## config.mk

```make
export PLATFORM = sky130hd
export DESIGN_NAME = img_conv_host_seq_flat
export DESIGN_NICKNAME = d
export VERILOG_FILES = /design/src/rtl/img_conv_host_seq_if.sv /design/src/rtl/img_conv_host_seq.sv /design/src/flat_wrapper.sv
export SDC_FILE = /design/constraint.sdc
export NUM_CORES = 1
export LEC_CHECK = 0
export ABC_AREA = 1
export CAP_MARGIN = 5
export CORE_MARGIN = 2
export CORE_UTILIZATION = 40
export CTS_CLUSTER_SIZE = 20
export DETAILED_ROUTE_END_ITERATION = 16
export PLACE_DENSITY = 0.68
export SLEW_MARGIN = 30
export SYNTH_ARGS = -nofsm -noshare
export SYNTH_HDL_FRONTEND = slang
export SYNTH_SLANG_ARGS = --single-unit
```

## constraint.sdc

```tcl
create_clock -name clk -period 7.27 [get_ports clk]
set_input_delay 1.454 -clock clk [delete_from_list [all_inputs] [get_ports clk]]
set_output_delay 1.454 -clock clk [all_outputs]
set_load 0.02 [all_outputs]
```

## src/rtl/img_conv_host_seq_if.sv

```systemverilog
// img_conv_pkg / img_conv_host_seq_if
//
// Purpose:
//   img_conv_pkg holds the img_conv_top command opcodes.
//   img_conv_host_seq_if bundles the img_conv_top command port
//   (en/op/din/dout/busy) that the host sequencer drives.
//
// Ports (interface signals):
//   dut_en    1        command strobe, high for one cycle per issue
//   dut_op    opcode_t command opcode, OP_NOP when idle
//   dut_din   8        SET value on issue, pixel data while streaming in
//   dut_dout  8        readback value / output pixel from the core
//   dut_busy  1        core busy flag
//
// Modports:
//   master  host side (drives en/op/din)
//   slave   core side (drives dout/busy)

package img_conv_pkg;
    typedef enum logic [2:0] {
        OP_NOP       = 3'd0,
        OP_SET_NROWS = 3'd1,
        OP_SET_NCOLS = 3'd2,
        OP_SET_SIGMA = 3'd3,
        OP_IMG_RX    = 3'd4,
        OP_CONV      = 3'd5,
        OP_IMG_TX    = 3'd6
    } opcode_t;
endpackage

interface img_conv_host_seq_if;
    import img_conv_pkg::*;

    logic       dut_en;
    opcode_t    dut_op;
    logic [7:0] dut_din;
    logic [7:0] dut_dout;
    logic       dut_busy;

    modport master (output dut_en, output dut_op, output dut_din,
                    input  dut_dout, input dut_busy);
    modport slave  (input  dut_en, input dut_op, input dut_din,
                    output dut_dout, output dut_busy);
endinterface

```

## src/rtl/img_conv_host_seq.sv

```systemverilog
// img_conv_host_seq
//
// Purpose:
//   Host-side initiator for the img_conv_top command port. One start pulse
//   runs a whole job: SET_NROWS, SET_NCOLS, SET_SIGMA, IMG_RX (pixels in),
//   CONV, IMG_TX (pixels out). Any error ends the job early with done and a
//   sticky err/err_code.
//
// Ports:
//   clk, rst             clock, synchronous active-high reset
//   start                1-cycle job request, honoured only when idle
//   cfg_nrows/ncols/sigma  job configuration, captured at start
//   in_data/in_valid     pixel source, row-major
//   in_ready             pixel consumed this cycle
//   out_data/out_valid   captured output pixels (no backpressure)
//   seq_busy             job in progress
//   done                 1-cycle pulse at job end
//   err/err_code         sticky error flag and cause
//                        (0 none, 1 readback, 2 timeout, 3 underrun, 4 count)
//   bus                  img_conv_top command port (master modport)
//
// Build option:
//   HOST_READBACK_CHECK_EN  when defined, dut_dout is compared with the
//   value just written the cycle after every SET issue.

module img_conv_host_seq
    import img_conv_pkg::*;
#(
    parameter int TIMEOUT_CYCLES = 1024,
    parameter int CNT_W          = 16
) (
    input  logic                  clk,
    input  logic                  rst,
    input  logic                  start,
    input  logic [7:0]            cfg_nrows,
    input  logic [7:0]            cfg_ncols,
    input  logic [2:0]            cfg_sigma,
    input  logic [7:0]            in_data,
    input  logic                  in_valid,
    output logic                  in_ready,
    output logic [7:0]            out_data,
    output logic                  out_valid,
    output logic                  seq_busy,
    output logic                  done,
    output logic                  err,
    output logic [2:0]            err_code,
    img_conv_host_seq_if.master   bus
);

    localparam logic [3:0] S_IDLE    = 4'd0;
    localparam logic [3:0] S_SET_R   = 4'd1;
    localparam logic [3:0] S_SET_C   = 4'd2;
    localparam logic [3:0] S_SET_S   = 4'd3;
    localparam logic [3:0] S_RX_ISS  = 4'd4;
    localparam logic [3:0] S_RX_WAIT = 4'd5;
    localparam logic [3:0] S_RX_STRM = 4'd6;
    localparam logic [3:0] S_CV_ISS  = 4'd7;
    localparam logic [3:0] S_CV_HI   = 4'd8;
    localparam logic [3:0] S_CV_LO   = 4'd9;
    localparam logic [3:0] S_TX_ISS  = 4'd10;
    localparam logic [3:0] S_TX_WAIT = 4'd11;
    localparam logic [3:0] S_TX_STRM = 4'd12;
    localparam logic [3:0] S_FIN     = 4'd13;

    localparam int TMR_W = $clog2(TIMEOUT_CYCLES + 1);

    logic [3:0]       state, state_nxt;
    logic             set_gap;
    logic [7:0]       nrows_q, ncols_q;
    logic [2:0]       sigma_q;
    logic [CNT_W-1:0] n_q;
    logic [CNT_W-1:0] cnt;
    logic [TMR_W-1:0] timer;
    logic             err_q;
    logic [2:0]       err_code_q;
    logic [7:0]       out_data_q;
    logic             out_valid_q;

    logic [7:0]       rows_eff, cols_eff;
    logic             tmo;
    logic             fail;
    logic [2:0]       fail_code;
    logic             rb_bad;

    // A zero dimension is treated as 1, the same way the core does.
    assign rows_eff = (cfg_nrows == 8'd0) ? 8'd1 : cfg_nrows;
    assign cols_eff = (cfg_ncols == 8'd0) ? 8'd1 : cfg_ncols;

    // The timer restarts on every state change, so it measures time spent in
    // the current wait state; the last allowed cycle is TIMEOUT_CYCLES-1.
    assign tmo = (int'(timer) >= TIMEOUT_CYCLES - 1);

`ifdef HOST_READBACK_CHECK_EN
    logic [7:0] rb_exp;

    // The core echoes the written value on dout one cycle after a SET.
    always_comb begin
        rb_exp = 8'd0;
        rb_bad = 1'b0;
        case (state)
            S_SET_R: rb_exp = nrows_q;
            S_SET_C: rb_exp = ncols_q;
            S_SET_S: rb_exp = {5'd0, sigma_q};
            default: rb_exp = 8'd0;
        endcase
        if (set_gap && (state == S_SET_R || state == S_SET_C || state == S_SET_S))
            rb_bad = (bus.dut_dout != rb_exp);
    end
`else
    assign rb_bad = 1'b0;
`endif

    // Command port and pixel-source handshake are decoded from the state so
    // dut_en can only ever be a single-cycle strobe.
    always_comb begin
        bus.dut_en  = 1'b0;
        bus.dut_op  = OP_NOP;
        bus.dut_din = 8'd0;
        in_ready    = 1'b0;
        case (state)
            S_SET_R: if (!set_gap) begin
                bus.dut_en  = 1'b1;
                bus.dut_op  = OP_SET_NROWS;
                bus.dut_din = nrows_q;
            end
            S_SET_C: if (!set_gap) begin
                bus.dut_en  = 1'b1;
                bus.dut_op  = OP_SET_NCOLS;
                bus.dut_din = ncols_q;
            end
            S_SET_S: if (!set_gap) begin
                bus.dut_en  = 1'b1;
                bus.dut_op  = OP_SET_SIGMA;
                bus.dut_din = {5'd0, sigma_q};
            end
            S_RX_ISS: begin
                bus.dut_en = 1'b1;
                bus.dut_op = OP_IMG_RX;
            end
            S_RX_STRM: if (bus.dut_busy) begin
                in_ready    = 1'b1;
                bus.dut_din = in_data;
            end
            S_CV_ISS: begin
                bus.dut_en = 1'b1;
                bus.dut_op = OP_CONV;
            end
            S_TX_ISS: begin
                bus.dut_en = 1'b1;
                bus.dut_op = OP_IMG_TX;
            end
            default: ;
        endcase
    end

    // Next-state logic. Every error routes straight to FIN, which is why the
    // first error of a job is also the only one recorded.
    always_comb begin
        state_nxt = state;
        fail      = 1'b0;
        fail_code = 3'd0;
        case (state)
            S_IDLE:    if (start) state_nxt = S_SET_R;
            S_SET_R:   if (set_gap) begin
                           if (rb_bad) begin fail = 1'b1; fail_code = 3'd1; end
                           else state_nxt = S_SET_C;
                       end
            S_SET_C:   if (set_gap) begin
                           if (rb_bad) begin fail = 1'b1; fail_code = 3'd1; end
                           else state_nxt = S_SET_S;
                       end
            S_SET_S:   if (set_gap) begin
                           if (rb_bad) begin fail = 1'b1; fail_code = 3'd1; end
                           else state_nxt = S_RX_ISS;
                       end
            S_RX_ISS:  state_nxt = S_RX_WAIT;
            S_RX_WAIT: if (bus.dut_busy) state_nxt = S_RX_STRM;
                       else if (tmo) begin fail = 1'b1; fail_code = 3'd2; end
            S_RX_STRM: if (bus.dut_busy) begin
                           if (!in_valid) begin fail = 1'b1; fail_code = 3'd3; end
                       end else if (cnt != n_q) begin
                           fail = 1'b1; fail_code = 3'd4;
                       end else begin
                           state_nxt = S_CV_ISS;
                       end
            S_CV_ISS:  state_nxt = S_CV_HI;
            S_CV_HI:   if (bus.dut_busy) state_nxt = S_CV_LO;
                       else if (tmo) begin fail = 1'b1; fail_code = 3'd2; end
            S_CV_LO:   if (!bus.dut_busy) state_nxt = S_TX_ISS;
                       else if (tmo) begin fail = 1'b1; fail_code = 3'd2; end
            S_TX_ISS:  state_nxt = S_TX_WAIT;
            S_TX_WAIT: if (bus.dut_busy) state_nxt = S_TX_STRM;
                       else if (tmo) begin fail = 1'b1; fail_code = 3'd2; end
            S_TX_STRM: if (!bus.dut_busy) begin
                           if (cnt != n_q) begin fail = 1'b1; fail_code = 3'd4; end
                           else state_nxt = S_FIN;
                       end
            S_FIN:     state_nxt = S_IDLE;
            default:   state_nxt = S_IDLE;
        endcase
        if (fail) state_nxt = S_FIN;
    end

    // State, counters and captured job parameters. The pixel counter
    // saturates so an overlong stream can never wrap back onto N.
    always_ff @(posedge clk) begin
        if (rst) begin
            state       <= S_IDLE;
            set_gap     <= 1'b0;
            nrows_q     <= 8'd0;
            ncols_q     <= 8'd0;
            sigma_q     <= 3'd0;
            n_q         <= '0;
            cnt         <= '0;
            timer       <= '0;
            err_q       <= 1'b0;
            err_code_q  <= 3'd0;
            out_data_q  <= 8'd0;
            out_valid_q <= 1'b0;
        end else begin
            state   <= state_nxt;
            set_gap <= (state_nxt == state) ? ~set_gap : 1'b0;

            if (state_nxt != state) timer <= '0;
            else                    timer <= timer + TMR_W'(1);

            if (state_nxt != state)
                cnt <= '0;
            else if ((state == S_RX_STRM || state == S_TX_STRM) && bus.dut_busy && cnt != '1)
                cnt <= cnt + CNT_W'(1);

            if (state == S_IDLE && start) begin
                nrows_q    <= rows_eff;
                ncols_q    <= cols_eff;
                sigma_q    <= cfg_sigma;
                n_q        <= CNT_W'(rows_eff) * CNT_W'(cols_eff);
                err_q      <= 1'b0;
                err_code_q <= 3'd0;
            end

            if (fail) begin
                err_q      <= 1'b1;
                err_code_q <= fail_code;
            end

            out_valid_q <= (state == S_TX_STRM) && bus.dut_busy;
            if ((state == S_TX_STRM) && bus.dut_busy)
                out_data_q <= bus.dut_dout;
        end
    end

    assign out_data  = out_data_q;
    assign out_valid = out_valid_q;
    assign seq_busy  = (state != S_IDLE);
    assign done      = (state == S_FIN);
    assign err       = err_q;
    assign err_code  = err_code_q;

endmodule

```

## src/flat_wrapper.sv

```systemverilog
// flat-port wrapper written by rule: the top's interface ports become plain ports
module img_conv_host_seq_flat import img_conv_pkg::*;
#(
    parameter int TIMEOUT_CYCLES = 1024,
    parameter int CNT_W          = 16
)
  (clk, rst, start, cfg_nrows, cfg_ncols, cfg_sigma, in_data, in_valid, in_ready, out_data, out_valid, seq_busy, done, err, err_code, bus_dut_en, bus_dut_op, bus_dut_din, bus_dut_dout, bus_dut_busy);
  img_conv_host_seq_if bus_i ();
  input  logic clk;
  input  logic rst;
  input  logic start;
  input  logic [7:0] cfg_nrows;
  input  logic [7:0] cfg_ncols;
  input  logic [2:0] cfg_sigma;
  input  logic [7:0] in_data;
  input  logic in_valid;
  output logic in_ready;
  output logic [7:0] out_data;
  output logic out_valid;
  output logic seq_busy;
  output logic done;
  output logic err;
  output logic [2:0] err_code;
  output wire logic [$bits(bus_i.dut_en)-1:0] bus_dut_en;
  output wire logic [$bits(bus_i.dut_op)-1:0] bus_dut_op;
  output wire logic [$bits(bus_i.dut_din)-1:0] bus_dut_din;
  input wire logic [$bits(bus_i.dut_dout)-1:0] bus_dut_dout;
  input wire logic [$bits(bus_i.dut_busy)-1:0] bus_dut_busy;
  assign bus_dut_en = bus_i.dut_en;
  assign bus_dut_op = bus_i.dut_op;
  assign bus_dut_din = bus_i.dut_din;
  assign bus_i.dut_dout = bus_dut_dout;
  assign bus_i.dut_busy = bus_dut_busy;
  img_conv_host_seq #(.TIMEOUT_CYCLES(TIMEOUT_CYCLES), .CNT_W(CNT_W)) u_core (.clk(clk), .rst(rst), .start(start), .cfg_nrows(cfg_nrows), .cfg_ncols(cfg_ncols), .cfg_sigma(cfg_sigma), .in_data(in_data), .in_valid(in_valid), .in_ready(in_ready), .out_data(out_data), .out_valid(out_valid), .seq_busy(seq_busy), .done(done), .err(err), .err_code(err_code), .bus(bus_i));
endmodule
```

==> qor.yml <==
worst-slew-pin-transition_ns: 0.7031
critical_path.startpoint_type: "input pin"
route.antenna.remaining_nets: 0
routedWlPerCell_um: 12.26
numClockSinks: 80
synth_largest_type_area_fraction_pct: 24.95
internal-power_w: 0.001010
post_synth_main_area_contributors: "dfxtp_1 25%, inv_1 12%, nand2_1 11%"
detailedPlace.worstSlack_ns: 0.7180
worst_hold_slack_ns: 0.4475
synth_edf_count: 0
die_area_sq_mm: 0.01708
share_clk_of_total_power_pct: 27.9
slew_violations: 0
io_pins: 68
ir_drop_mv: 0.1483
nNetsFinal: 1081
global_route_congestion_overflow_total: 0
min_period_over_period_pct: 85.84
power.density_mw_per_mm2: 216.4
hpwl_after_dpl_um: 11340
syn-cell-area_sq_mm: 0.006419
share_seq_of_total_power_pct: 30.9
grt_first_pass_wirelength_um: 24230
synthCells: 916
reg2reg_from: "u_core.state[2]"
hold_viol: 0
first_iter_violations: 261
root_buffer: "clkbuf_16"
synth_sequential_area_ratio_pct: 24.95
timing.critical_path.required_ns: 7.50
grt_setup_unrepaired: "false"
initial_utilization_pct: 40.70
clock-skew-final_ns: 0.01275
timing.critical_path.slowest_stage_cell: "clkdlybuf4s50_1"
worst_path_largest_cell_delay_ns: 0.68
wirelength_um: 14550
numCtsBuffers: 9
cts_post_setup_buffers_inserted: 0
run_status: "completed"
post_route_cells_drive_above_1_share_pct: 7.835
vias: 5554
clk_latency_ns: 0.35
critical_path_arrival_ns: 6.47
die_height_um: 130.7
drcViolationCount: 0
timing.critical_path.cells: "clkdlybuf4s50_1 > inv_1 > a31oi_1 > inv_1 > nand2_1 > fa_1 > fa_1 > inv_1 > fa_1 > inv_1 > fa_1 > inv_1 > ha_1 > a21oi_1 > o21ai_0 > a21oi_1 > nand3b_1 > nand2_1 > nand2_1 > nand3_1 > o211ai_1 > inv_1"
min-delay-path-class: "reg -> reg"
final_critical_path_setup_slack_ns: 1.029
grt.total_usage_pct: 17.82
setup.worst_path.class: "in -> reg"
power.share.switching_pct: 38.13
max_capacitance_violation_count: 0
die_width_um: 130.7
ys.flop_type: "dfxtp_1"
crit_path_max_fanout: 9
timing.critical_path.mode_cell: "inv_1"
cp_endpoint_kind: "register"
syn_avg_cell_area_sq_um: 7.007
power.combinational.fraction_pct: 41.2
h_tree_lvls: 3
synth-async-reset-ratio_pct: 0
postSynthRegisterBits: 80
worst_setup_path_startpoint: "cfg_nrows[5]"
synth.largest_area_cell: "dfxtp_1"
report.final.setup_viol: 0
clock_tree_from_tritoncts: "built"
number_of_inserted_filler_cells_in_the_final_layout: 1599
placed_cells_incl_taps: 1172
clock_path_buffers: 2
route.detailed.vias_per_inst: 4.683
placement_rows: 46
io_buffers: 67
initial_antenna_violation_count: 0
insertedDiodeCount: 0
yosysWarnings: 0
timing.setup.tns_ns: 0
power_switching_w: 0.0006226
cts.clk_slew.worst_paths_ns: 0.07
max_freq_mhz: 160.2
min-delay-start: "u_core.timer[0]"
globalplace.congestion: 0.8725
grt_pass1_vias: 5176
grt_max_degree: 53
layout-area-overhead-vs-synth_pct: 17.52
post_layout_nonfiller_instances: 1186
synth.lib_cells_used.distinct: 35
postCtsResizedCells: 0
ctsHoldBuffers: 0
drtPass1Iterations: 5
period_needed_ns: 6.241
worst_slew_margin_rel_pct: 53.13
core_region_area_sq_mm: 0.01577
synthesis.nets: 1030
total_leakage_power_nw: 3.645
## metrics by stage
step / util (%) / power [W] / instance area [sq um]
after floorplan: - / 0.001031 / 6419
after global placement: 45.97 / 0.001175 / 7249
after detailed placement: 45.97 / 0.001186 / 7249
after CTS: 47.83 / 0.001647 / 7543
after global routing: 47.83 / 0.001766 / 7543
final: 47.83 / 0.001633 / 7543
## layout by cell type (no fill, tap or decap), types with 10 or more instances in the layout
cell and count:
inv_1 204, nand2_1 193, dfxtp_1 80, clkdlybuf4s50_1 67, nor2_1 61, a21oi_1 53
nand3_1 45, o21ai_0 41, ha_1 38, fa_1 36, nor2_4 23, xor2_1 22
inv_2 13, nor2_2 10, nor3_1 10
## synth_stat cells (3+ instances only)
library cell and count:
dfxtp_1 80, o221ai_1 6, o21bai_1 3, o21ai_0 41, nand3_1 46, nand2_2 6, nor2_2 10, clkbuf_1 26
nor3_1 10, a21oi_1 53, inv_1 205, ha_1 38, nand4_1 5, nand2_1 193, nor2_1 61, xor2_1 22
inv_2 12, o2111ai_1 6, nor2_4 23, xnor2_1 9, o211ai_1 5, fa_1 36
## logic make-up (layout without fill, tap and decap cells)
| kind of cell | count (synthesis) | count (layout) | synth area share (%) |
|---|---|---|---|
| simple gates | 363 | 363 | 26.65 |
| buf+inv | 249 | 303 | 14.95 |
| compound gates | 119 | 119 | 10.58 |
| flops | 80 | 80 | 24.95 |
| fa+ha+maj | 74 | 74 | 18.64 |
| xor+xnor | 31 | 31 | 4.230 |
## worst max-delay path, delay by kind of cell
kind	cells	cell delay (ns)
adders and majority gates	5	2.37
AOI/OAI and AO/OA	5	1.13
buffers and inverters	7	1.08
and+or+nand+nor	5	0.45
## worst paths after layout
| path | cells past startpoint | slack, ns | to |
|---|---|---|---|
| min reg2reg | 1 | 0.45 | u_core.timer[0] |
| max reg2reg | 12 | 4.69 | u_core.timer[0] |
| max | 22 | 1.03 | u_core.n_q[12] |
| min | 1 | 0.45 | u_core.timer[0] |
## cell type report
cell class,count,area (sq um),share of cell area (%)
Clock buffer,10,239.0,3.168
Clock inverter,4,55.05,0.7298
Sequential cell,80,1602,21.23
Inverter,219,822.0,10.90
Timing Repair Buffer,70,693.2,9.189
Tap cell,216,270.3,3.583
Multi-Input combinational cell,587,3862,51.20
## metal layers
metal  routed length [um]  global-route usage [%]
met1                 6928                   23.94
met2                 6761                   29.32
met3                  606                   3.746
met4                  250                   4.631
met5                    0                       0
## power by group through the flow
stage,registers (W),logic [W],clock network [W]
floorplan,0.000507,0.000524,0
global placement,0.000513,0.000662,0
detailed placement,0.000514,0.000672,0
CTS,0.000504,0.000678,0.000465
global route,0.000509,0.000779,0.000478
finish,0.000504,0.000673,0.000455
## registers in the layout, indices dropped and copies added, names as in the netlist
name / flops
u_core.set_gap: 1
u_core.sigma_q: 3
u_core.out_data: 8
u_core.state: 4
u_core.out_valid: 1
u_core.n_q: 16
u_core.cnt: 16
u_core.err_code: 3
u_core.ncols_q: 8
u_core.timer: 11
u_core.err: 1
u_core.nrows_q: 8
(Power assumes the default switching activity.)
